$ cat src/rtl/life_pkg.sv
// Shared types and default rule masks for the Game-of-Life row engine.
// count_live() is the single neighbour-count definition used by every cell.
package life_pkg;

    typedef logic [3:0] count_t;

    localparam logic [8:0] DEFAULT_BIRTH   = 9'b000001000;
    localparam logic [8:0] DEFAULT_SURVIVE = 9'b000001100;

    typedef enum logic [1:0] {
        ST_IDLE  = 2'd0,
        ST_RUN   = 2'd1,
        ST_FLUSH = 2'd2
    } state_t;

    function automatic count_t count_live(input logic [7:0] nbrs);
        count_t n;
        n = '0;
        for (int i = 0; i < 8; i++) begin
            n = n + {3'b000, nbrs[i]};
        end
        return n;
    endfunction

endpackage

$ cat src/rtl/life_cell_rule.sv
// One cell of the next-generation row: counts its 8 neighbours and applies
// the birth mask to a dead cell or the survive mask to a live one.
module life_cell_rule
    import life_pkg::*;
(
    input  logic [7:0] nbrs,
    input  logic       self_cell,
    input  logic [8:0] birth_mask,
    input  logic [8:0] survive_mask,
    output logic       next_cell
);

    count_t n;

    always_comb begin
        n         = count_live(nbrs);
        next_cell = self_cell ? survive_mask[n] : birth_mask[n];
    end

endmodule

$ cat src/rtl/life_row_engine.sv
// Streaming Game-of-Life engine: 3-row window (above, mid, incoming row) feeding
// a row of cell rules, with a single registered output slot.
module life_row_engine
    import life_pkg::*;
#(
    parameter int         WIDTH        = 16,
    parameter int         WRAP         = 0,
    parameter logic [8:0] BIRTH_MASK   = DEFAULT_BIRTH,
    parameter logic [8:0] SURVIVE_MASK = DEFAULT_SURVIVE
) (
    input  logic                       clk,
    input  logic                       rst,
    input  logic                       in_valid,
    output logic                       in_ready,
    input  logic [WIDTH-1:0]           in_row,
    input  logic                       in_last,
    output logic                       out_valid,
    input  logic                       out_ready,
    output logic [WIDTH-1:0]           out_row,
    output logic                       out_last,
    output logic [$clog2(WIDTH+1)-1:0] out_pop,
    output state_t                     dbg_state
);

    localparam int PW = $clog2(WIDTH + 1);

    // Both ports: a beat transfers on the rising edge where valid and ready are
    // both high; valid never waits on ready, and payload is held while valid && !ready.
    state_t           state, state_nxt;
    logic [WIDTH-1:0] above, mid, below, nxt_row;
    logic [PW-1:0]    nxt_pop;
    logic             slot_free, accept, load_slot, load_last;

    assign slot_free = !out_valid || out_ready;
    assign accept    = in_valid && in_ready;
    assign dbg_state = state;

    always_ff @(posedge clk or posedge rst) begin
        if (rst) state <= ST_IDLE;
        else     state <= state_nxt;
    end

    always_comb begin
        state_nxt = state;
        case (state)
            ST_IDLE:  if (accept) state_nxt = in_last ? ST_FLUSH : ST_RUN;
            ST_RUN:   if (accept && in_last) state_nxt = ST_FLUSH;
            ST_FLUSH: if (slot_free) state_nxt = ST_IDLE;
            default:  state_nxt = ST_IDLE;
        endcase
    end

    // The row below is the incoming beat while running, all-dead when flushing.
    always_comb begin
        in_ready  = 1'b0;
        load_slot = 1'b0;
        load_last = 1'b0;
        below     = '0;
        case (state)
            ST_IDLE: in_ready = 1'b1;
            ST_RUN: begin
                in_ready  = slot_free;
                load_slot = accept;
                below     = in_row;
            end
            ST_FLUSH: begin
                load_slot = slot_free;
                load_last = 1'b1;
            end
            default: ;
        endcase
    end

    for (genvar c = 0; c < WIDTH; c++) begin : g_cell
        logic [2:0] lcol, rcol;
        if (c == 0) begin : g_left_edge
            if (WRAP != 0) assign lcol = {above[WIDTH-1], mid[WIDTH-1], below[WIDTH-1]};
            else           assign lcol = 3'b000;
        end else begin : g_left
            assign lcol = {above[c-1], mid[c-1], below[c-1]};
        end
        if (c == WIDTH - 1) begin : g_right_edge
            if (WRAP != 0) assign rcol = {above[0], mid[0], below[0]};
            else           assign rcol = 3'b000;
        end else begin : g_right
            assign rcol = {above[c+1], mid[c+1], below[c+1]};
        end
        life_cell_rule u_rule (
            .nbrs        ({lcol, rcol, above[c], below[c]}),
            .self_cell   (mid[c]),
            .birth_mask  (BIRTH_MASK),
            .survive_mask(SURVIVE_MASK),
            .next_cell   (nxt_row[c])
        );
    end

    always_comb begin
        nxt_pop = '0;
        for (int i = 0; i < WIDTH; i++) begin
            nxt_pop = nxt_pop + {{(PW-1){1'b0}}, nxt_row[i]};
        end
    end

    always_ff @(posedge clk or posedge rst) begin
        if (rst) begin
            above <= '0;
            mid   <= '0;
        end else if (accept) begin
            above <= (state == ST_IDLE) ? '0 : mid;
            mid   <= in_row;
        end
    end

    always_ff @(posedge clk or posedge rst) begin
        if (rst) begin
            out_valid <= 1'b0;
            out_row   <= '0;
            out_last  <= 1'b0;
            out_pop   <= '0;
        end else if (load_slot) begin
            out_valid <= 1'b1;
            out_row   <= nxt_row;
            out_last  <= load_last;
            out_pop   <= nxt_pop;
        end else if (out_ready) begin
            out_valid <= 1'b0;
        end
    end

endmodule
$ cat config.mk
export PLATFORM = sky130hd
export DESIGN_NAME = life_row_engine
export DESIGN_NICKNAME = d
export VERILOG_FILES = /design/src/rtl/life_pkg.sv /design/src/rtl/life_cell_rule.sv /design/src/rtl/life_row_engine.sv
export SDC_FILE = /design/constraint.sdc
export NUM_CORES = 1
export LEC_CHECK = 0
export BUFFER_PORTS_ARGS = -buffer_cell sky130_fd_sc_hd__buf_2
export CELL_PAD_IN_SITES_DETAIL_PLACEMENT = 0
export CELL_PAD_IN_SITES_GLOBAL_PLACEMENT = 1
export CORE_MARGIN = 2
export CORE_UTILIZATION = 48
export DETAILED_ROUTE_END_ITERATION = 10
export PLACE_DENSITY_LB_ADDON = 0.1
export SYNTH_ARGS = -nofsm -noshare
export SYNTH_HDL_FRONTEND = slang
export SYNTH_SLANG_ARGS = --single-unit
$ cat constraint.sdc
create_clock -name clk -period 9 [get_ports clk]
set_input_delay 2.25 -clock clk [delete_from_list [all_inputs] [get_ports clk]]
set_output_delay 2.25 -clock clk [all_outputs]
set_load 0.02 [all_outputs]
==> impl_metrics.yaml, run 1 <==
sta:
  slew_viol_final: 0
  fin_crit_sh: 0.8909
  fin_skew_ns: 0.005858
  fin_crit_ns: 8.018
  hold_viol_final: 0
  worst_slack_ns: 0.9823
  setup-violations-final: 0
  fin_tns_setup_ns: 0
  rsz0062_at_grt: "false"
  slew_headroom: 0.3462
  tightest_slew_ns: 0.9807
  clock.fmax_ghz: 0.1247
global_routing:
  grt_pass1_vias: 3937
  grt_max_degree: 58
  grt-ovfl-total: 0
  grt_pass1_wl_um: 19790
  grt_use_total: 0.2183
  antenna_found_initial: 0
cells_and_area:
  area_delta_synth_final_pct: 9.671
  layout-drive-gt1-share: 0.1310
  antennaDiodeCount: 0
  num-nets-final: 720
floorplanning:
  num_rows: 38
  start_util: 0.4955
  die_area_mm2: 0.01210
  core-area_mm2: 0.01089
  io_pins: 47
  die_w_um: 110.0
  fp.dieH_um: 110.0
detailed_routing:
  first_iter_violations: 180
  vias_per_cell: 5.244
  drc: 0
  ant_nets: 0
  wire_per_inst_um: 16.35
  dr_total_vias: 3776
  drt-total-wl_um: 11770
  drt-pass1-iter-count: 4
synth:
  synthAdderAreaFrac: 0.3850
  synth-compound-area-share: 0.1136
  synth-seq-cells: 57
  avgSynthCellArea_um2: 10.14
  synth_top_cells_by_area: "dfrtp_1 26%, fa_1 26%, ha_1 13%, inv_1 8.6%, o21ai_0 3.1%"
  muxShareOfSynthArea: 0.02481
  syn_inst: 532
  synth_nets: 677
  ys_seq_area_frac: 0.2644
  synth_top_family_by_area: "adder cells"
  yosys.area_share.simple: 0.1030
  synth_warnings: 0
  synth_area_mm2: 0.005395
  ys_types: 41
  yosys.area.top_type_share: 0.2644
  synth_edf_count: 0
  synth.largest_area_cell: "dfrtp_1"
  synthArstFlopShare: 1.000
  yosys_most_used_dff: "dfrtp_1"
  synth_xor_area_frac: 0.003247
clock_network:
  clock-sinks: 57
  clk_pin_slew_worst_paths_ns: 0.07
  clock_latency_ns: 0.35
  hold_buffers: 0
  postCtsSetupBuffers: 0
  cts-resized-gates: 0
  htreeDepth: 3
  cts_tree: "done"
  cts_root_buf: "clkbuf_8"
  cts_made_buffers: 9
  clk_path_buf_depth: 2
hold_path:
  whs_path_depth: 1
  min_path_type: "reg -> reg"
setup_path:
  r2r_cells: 25
  r2r_slack_ns: 1.64
  path_max_fanout: 3
  cp_data_required_time_ns: 9.19
  start_kind: "input port"
  critPathKind: "in -> reg"
  worst_ep_arrival_time_ns: 8.21
  crit_path_end_kind: "register"
run_status:
  outcome: "completed"
place:
  place.gp.congestion: 0.7970
  port_buffers: 46
  pre_cts_slack_ns: 0.5960
  dp_hpwl_um: 8985
run:
  cap_viol_max_count: 0
final timing paths:
path / from / to
hold / removal: out_row[15] / out_row[15]
max in group asynchronous: rst / above[10]
setup reg to reg: dbg_state[1] / out_pop[4]
min in group asynchronous: rst / above[1]
setup / recovery: in_row[11] / out_pop[4]
hold reg to reg: out_row[15] / out_row[15]
metal layers:
metal,global-route usage,part of all wire,wire [um]
met1,0.3002,0.47,5579
met3,0.02234,0.021,253
met2,0.3593,0.49,5743
met5,0,0,0
met4,0.08137,0.017,197
critical path, stage by stage:
cell and delay (ns):
buf_2 0.11, nand2_1 0.18, inv_1 0.07, ha_1 0.27
inv_1 0.05, fa_1 0.50, fa_1 0.43, fa_1 0.42
fa_1 0.41, nor3_1 0.20, mux2i_1 0.13, nor3_1 0.27
fa_1 0.45, inv_1 0.08, fa_1 0.45, fa_1 0.50
inv_1 0.05, fa_1 0.44, ha_1 0.23, fa_1 0.40
a21o_1 0.19, nand2_1 0.05, o21ai_0 0.07
kinds of logic after synthesis:
kind of cell	count (synthesis)
fa+ha+maj	124
mux	12
xor+xnor	2
simple gates	100
flops	57
buf+inv	142
compound gates	95
cell type report:
class                           instances  area [um^2]
Clock buffer                           11        141.4
Clock inverter                          5        55.05
Fill cell                             974         4971
Inverter                              125        469.2
Multi-Input combinational cell        333         3397
Sequential cell                        57         1426
Tap cell                              140        175.2
Timing Repair Buffer                   49        252.7
stage by stage:
step	area (um^2)	hold slack [ns]	util	instances
after floorplan	5395	0.4725	-	532
after global placement	5720	0.4597	0.5254	704
after detailed placement	5720	0.4755	0.5254	704
after CTS	5917	0.4908	0.5434	720
after global routing	5917	0.4960	0.5434	720
final	5917	0.4894	0.5434	720
cells in the mapped netlist (2+ instances only):
master	count
fa_1	70
buf_2	4
nand2b_1	4
a21oi_1	29
clkbuf_1	6
o21a_1	4
a31o_2	2
a21o_1	3
buf_6	4
nand2_1	30
nor2b_1	24
nor2_1	5
a221oi_1	2
o21ai_0	33
dfrtp_1	57
and2_4	2
mux2_2	3
a31o_1	14
nor4b_1	11
nor3_1	2
nor3b_1	2
ha_1	54
nand3_1	18
inv_1	124
mux2_1	8
buf_1	2
cells in the final DEF, fill, tap and decap left out, types with 11 or more instances in the layout:
| cell type | synthesis | layout |
|---|---|---|
| a21oi_1 | 29 | 29 |
| a31o_1 | 14 | 14 |
| buf_2 | 4 | 46 |
| dfrtp_1 | 57 | 57 |
| fa_1 | 70 | 70 |
| ha_1 | 54 | 54 |
| inv_1 | 124 | 123 |
| nand2_1 | 30 | 30 |
| nand3_1 | 18 | 18 |
| nor2b_1 | 24 | 24 |
| nor4b_1 | 11 | 11 |
| o21ai_0 | 33 | 33 |
state kept, by name (all words and copies together), names as in the netlist:
signal	cells
above	16
out_valid	1
out_row	16
mid	16
out_pop	5
out_last	1
dbg_state	2
Power of run 1 is not shown: default switching activity piles up to over one toggle a cycle in this logic, so the estimate is an artifact.
==> run 2, diff against run 1 <==
--- a/config.mk
+++ b/config.mk
@@ -8,7 +8,6 @@
 export BUFFER_PORTS_ARGS = -buffer_cell sky130_fd_sc_hd__buf_2
 export CELL_PAD_IN_SITES_DETAIL_PLACEMENT = 0
 export CELL_PAD_IN_SITES_GLOBAL_PLACEMENT = 1
-export CORE_MARGIN = 2
 export CORE_UTILIZATION = 48
 export DETAILED_ROUTE_END_ITERATION = 10
 export PLACE_DENSITY_LB_ADDON = 0.1
==> run 2 against run 1 <==
Against the previous run: clock skew is essentially flat; setup slack lost 0.027 ns; via count grew 0.24%; first-iteration DRC count shrank 23%; final cell count is the same; routed wire length shrank 0.14%; die area shrank 3.6%; utilization is essentially flat; non-clock buffer count is the same; critical endpoint unchanged.
==> impl_metrics.yaml, run 2 (same netlist as run 1, synthesis figures left out) <==
run_status:
  outcome: "completed"
global_routing:
  antenna_found_initial: 0
  grt_busiest_layer: "met2"
  grt_max_degree: 58
  grt_pass1_wl_um: 20200
  grt_use_total: 0.2307
  use_met2: 0.3867
  use_met1: 0.3087
  grt-ovfl-total: 0
  use_met3: 0.02411
  grt_pass1_vias: 4036
cells_and_area:
  num-nets-final: 720
  reg_top3: "above x16, mid x16, out_row x16"
  antennaDiodeCount: 0
  layout_common_cells: "123 x inv_1, 70 x fa_1, 57 x dfrtp_1"
  layout_commonest_cell: "inv_1"
  area_delta_synth_final_pct: 9.601
  layout-drive-gt1-share: 0.1310
setup_path:
  cp_cell_sequence: "buf_2 > nand2_1 > inv_1 > ha_1 > inv_1 > fa_1 > fa_1 > fa_1 > fa_1 > nor4b_1 > o21ai_0 > fa_1 > fa_1 > fa_1 > inv_1 > fa_1 > ha_1 > fa_1 > a21o_1 > nand2_1 > o21ai_0"
  cp_data_required_time_ns: 9.19
  slowest_delay_ns: 0.61
  critical_path.top_delay_family: "adder cells"
  worst_ep_arrival_time_ns: 8.23
  critPathBufInv: 4
  path_max_fanout: 3
  critPathKind: "in -> reg"
  cp_slowest_cell: "fa_1"
  crit_path_end_kind: "register"
  cp_common_cell: "fa_1"
  start_kind: "input port"
run:
  cap_viol_max_count: 0
detailed_routing:
  dr_total_vias: 3785
  drt-pass1-iter-count: 4
  drt-total-wl_um: 11760
  vias_per_cell: 5.257
  wire_per_inst_um: 16.33
  drc: 0
  first_iter_violations: 138
  ant_nets: 0
floorplanning:
  core-area_mm2: 0.01089
  die_area_mm2: 0.01167
  fp.dieH_um: 108.0
  num_rows: 38
  io_pins: 47
  die_w_um: 108.0
  start_util: 0.4955
clock_network:
  cts_tree: "done"
  hold_buffers: 0
  cts_root_buf: "clkbuf_8"
  cts_made_buffers: 9
  cts-resized-gates: 0
  clock-sinks: 57
  postCtsSetupBuffers: 0
  clk_path_buf_depth: 2
  clk_pin_slew_worst_paths_ns: 0.06
  clock_latency_ns: 0.35
  htreeDepth: 3
sta:
  fin_skew_ns: 0.006137
  hold_viol_final: 0
  fin_crit_ns: 8.045
  clock.fmax_ghz: 0.1243
  fin_tns_setup_ns: 0
  slew_headroom: 0.3454
  tightest_slew_ns: 0.9819
  fin_crit_sh: 0.8938
  slew_viol_final: 0
  setup-violations-final: 0
  rsz0062_at_grt: "false"
place:
  dp_hpwl_um: 8968
  place.gp.congestion: 0.7838
  port_buffers: 46
hold_path:
  min_path_type: "reg -> reg"
-- run 2: per-layer routing --
metal,wire length (um),share of wire
met1,5449,0.46
met2,5744,0.49
met3,348,0.030
met4,214,0.018
met5,0,0
-- run 2: area by class of cell --
cell class,count,area [um^2]
timing repair buffer,49,252.7
inverter,125,469.2
clock buffer,14,182.7
tap,140,175.2
sequential,57,1426
clock inverter,2,10.01
fill,1017,4975
multi-input combinational,333,3397
-- run 2: final timing paths --
| path | from | to | slack [ns] | depth (start not counted) |
|---|---|---|---|---|
| worst max-delay path | in_row[5] | out_pop[4] | 0.96 | 21 |
| worst min-delay path | out_row[10] | out_row[10] | 0.48 | 2 |
| worst max register to register | dbg_state[1] | out_pop[4] | 1.59 | 23 |
| worst min register to register | out_row[10] | out_row[10] | 0.48 | 2 |
| max in group asynchronous | rst | mid[7] | 6.37 | 3 |
| min in group asynchronous | rst | above[0] | 2.11 | 3 |
-- run 2: tightest hold or removal path, delay by kind of cell (launching register included) --
kind / cells / cell delay [ns]
AO/OA/AOI/OAI: 1 / 0.06
flip-flops: 1 / 0.34
AND/OR/NAND/NOR: 1 / 0.04
-- run 2: metrics by stage --
step	cells	util	area (um^2)	setup slack [ns]	hold WS, ns
after floorplan	532	-	5395	1.109	0.4725
after global placement	704	0.5254	5720	0.7038	0.4576
after detailed placement	704	0.5254	5720	0.5486	0.4666
after CTS	720	0.5431	5913	0.9300	0.4815
after global routing	720	0.5431	5913	0.5981	0.5041
final	720	0.5431	5913	0.9554	0.4753
Power of run 2 is left out for the same reason.
==> run 3, diff against run 2 <==
--- a/config.mk
+++ b/config.mk
@@ -8,9 +8,10 @@
 export BUFFER_PORTS_ARGS = -buffer_cell sky130_fd_sc_hd__buf_2
 export CELL_PAD_IN_SITES_DETAIL_PLACEMENT = 0
 export CELL_PAD_IN_SITES_GLOBAL_PLACEMENT = 1
-export CORE_UTILIZATION = 48
+export CORE_UTILIZATION = 35
 export DETAILED_ROUTE_END_ITERATION = 10
 export PLACE_DENSITY_LB_ADDON = 0.1
+export SLEW_MARGIN = 20
 export SYNTH_ARGS = -nofsm -noshare
 export SYNTH_HDL_FRONTEND = slang
 export SYNTH_SLANG_ARGS = --single-unit
==> run 3 against run 2 <==
Against the previous run: cell area grew 3.0%; final cell count increased by 6.8%; setup slack improved by 0.11 ns; die area up 36%; global-route usage shrank 5.0 points; sequential share of layout area down 0.70 points; first-iteration DRC count shrank 25%; via count hardly changed; sequential cell count did not move; critical path depth is the same; non-clock buffer count is 1 higher; routed wire length grew 8.6%; critical path type unchanged; critical endpoint unchanged.
==> impl_metrics.yaml, run 3 (same netlist as run 1, synthesis figures left out) <==
cells_and_area:
  num-nets-final: 721
  regArea_mm2: 0.001426
  antennaDiodeCount: 0
  layout-drive-gt1-share: 0.1343
  layout_commonest_cell: "inv_1"
  reg_top3: "above x16, mid x16, out_row x16"
  multi_input_comb_area_mm2: 0.003397
  layout_common_cells: "123 x inv_1, 70 x fa_1, 57 x dfrtp_1"
  fin_cells: 769
  area_delta_synth_final_pct: 12.89
  fillers: 1512
setup_path:
  crit_path_end_kind: "register"
  slowest_delay_ns: 0.58
  cp_common_cell: "fa_1"
  r2r_slack_ns: 1.82
  crit_cells: 21
  cp_cell_sequence: "buf_2 > nand2_1 > inv_1 > ha_1 > inv_1 > fa_1 > fa_1 > fa_1 > fa_1 > nor4b_1 > o21ai_0 > fa_1 > fa_1 > fa_1 > inv_1 > fa_1 > ha_1 > fa_1 > a21o_1 > nand2_1 > o21ai_0"
  cp_data_required_time_ns: 9.22
  cp_slowest_cell: "fa_1"
  critical_path.top_delay_family: "adder cells"
  critPathBufInv: 4
  path_max_fanout: 3
  critPathKind: "in -> reg"
  worst_ep_arrival_time_ns: 8.15
  r2r_cells: 25
  start_kind: "input port"
clock_network:
  hold_buffers: 0
  clock-sinks: 57
  cts_made_buffers: 9
  clk_path_buf_depth: 2
  clk_pin_slew_worst_paths_ns: 0.05
  clock_latency_ns: 0.34
  cts_root_buf: "clkbuf_16"
  cts-resized-gates: 0
  postCtsSetupBuffers: 0
  cts_tree: "done"
  htreeDepth: 3
global_routing:
  antenna_found_initial: 0
  grt_pass1_vias: 4263
  grt_max_degree: 58
  grt-ovfl-total: 0
  grt_pass1_wl_um: 22000
  grt_use_total: 0.1808
detailed_routing:
  routed.top_layer: "met4"
  wire_per_inst_um: 16.61
  first_iter_violations: 104
  ant_nets: 0
  met1_length_um: 5841
  wl_met3_um: 238
  wl_met2_um: 6414
  drt-total-wl_um: 12770
  dr_total_vias: 3786
  drt-pass1-iter-count: 4
  vias_per_cell: 4.923
  drc: 0
floorplanning:
  num_rows: 45
  io_pins: 47
  die_w_um: 126.2
  fp.dieH_um: 126.2
  start_util: 0.3562
  die_area_mm2: 0.01592
  core-area_mm2: 0.01515
sta:
  clock.fmax_ghz: 0.1260
  fin_crit_ns: 7.935
  fin_crit_sh: 0.8817
  rsz0062_at_grt: "false"
  hold_viol_final: 0
  hold-worst-slack_ns: 0.4766
  tightest_slew_ns: 0.8736
  fin_skew_ns: 0.004646
  fin_tns_setup_ns: 0
  slew_headroom: 0.4176
  setup-violations-final: 0
  slew_viol_final: 0
hold_path:
  min_path_type: "reg -> reg"
  whs_path_depth: 2
run_status:
  outcome: "completed"
place:
  port_buffers: 46
  dp_hpwl_um: 9651
  dp.cells: 752
  place.gp.congestion: 0.7538
run:
  cap_viol_max_count: 0
-- run 3: cell types whose count changed in the layout (fill, tap and decap cells not counted) --
cell | before | now
clkbuf_1 | 1 | 0
clkbuf_8 | 13 | 1
clkinv_4 | 0 | 1
buf_16 | 0 | 1
clkinv_2 | 2 | 1
clkbuf_16 | 0 | 9
clkinvlp_4 | 0 | 4
-- run 3: worst paths after layout --
check | startpoint | to
worst max register to register | dbg_state[1] | out_pop[4]
max in group asynchronous | rst | above[5]
min in group asynchronous | rst | mid[1]
worst min register to register | out_row[10] | out_row[10]
worst max-delay path | in_row[5] | out_pop[4]
worst min-delay path | out_row[10] | out_row[10]
-- run 3: worst register-to-register path: stages, from the launching register on --
cell     delay [ns]
dfrtp_1        0.41
inv_1          0.11
ha_1           0.44
buf_4          0.33
nand2_1        0.20
inv_1          0.09
ha_1           0.22
inv_1          0.06
fa_1           0.42
fa_1           0.46
fa_1           0.42
fa_1           0.40
nor3_1         0.18
mux2i_1        0.13
nor3_1         0.28
fa_1           0.47
inv_1          0.09
fa_1           0.44
fa_1           0.49
inv_1          0.05
fa_1           0.44
ha_1           0.22
fa_1           0.40
a21o_1         0.19
nand2_1        0.05
o21ai_0        0.06
-- run 3: layer usage --
layer | up-vias | global-route usage
li1 | 1800 | -
met1 | 1924 | 0.2237
met2 | 46 | 0.3172
met3 | 16 | 0.02209
met4 | 0 | 0.07796
met5 | - | 0
-- run 3: cell type report --
type	count	share of cell area
clock inverters	6	0.007190
repair buffers	50	0.04601
multi-input cells	333	0.5577
well taps	188	0.03862
inverters	125	0.07703
flip-flops and latches	57	0.2342
clock buffers	10	0.03924
-- run 3: per-stage QoR --
stage / setup WS (ns) / util / instance area (um^2)
floorplan: 1.109 / - / 5395
global placement: 0.6444 / 0.3817 / 5781
detailed placement: 0.6506 / 0.3817 / 5781
CTS: 0.9967 / 0.4003 / 6063
global route: 0.7098 / 0.4021 / 6091
finish: 1.065 / 0.4021 / 6091
Power of run 3 is left out for the same reason.
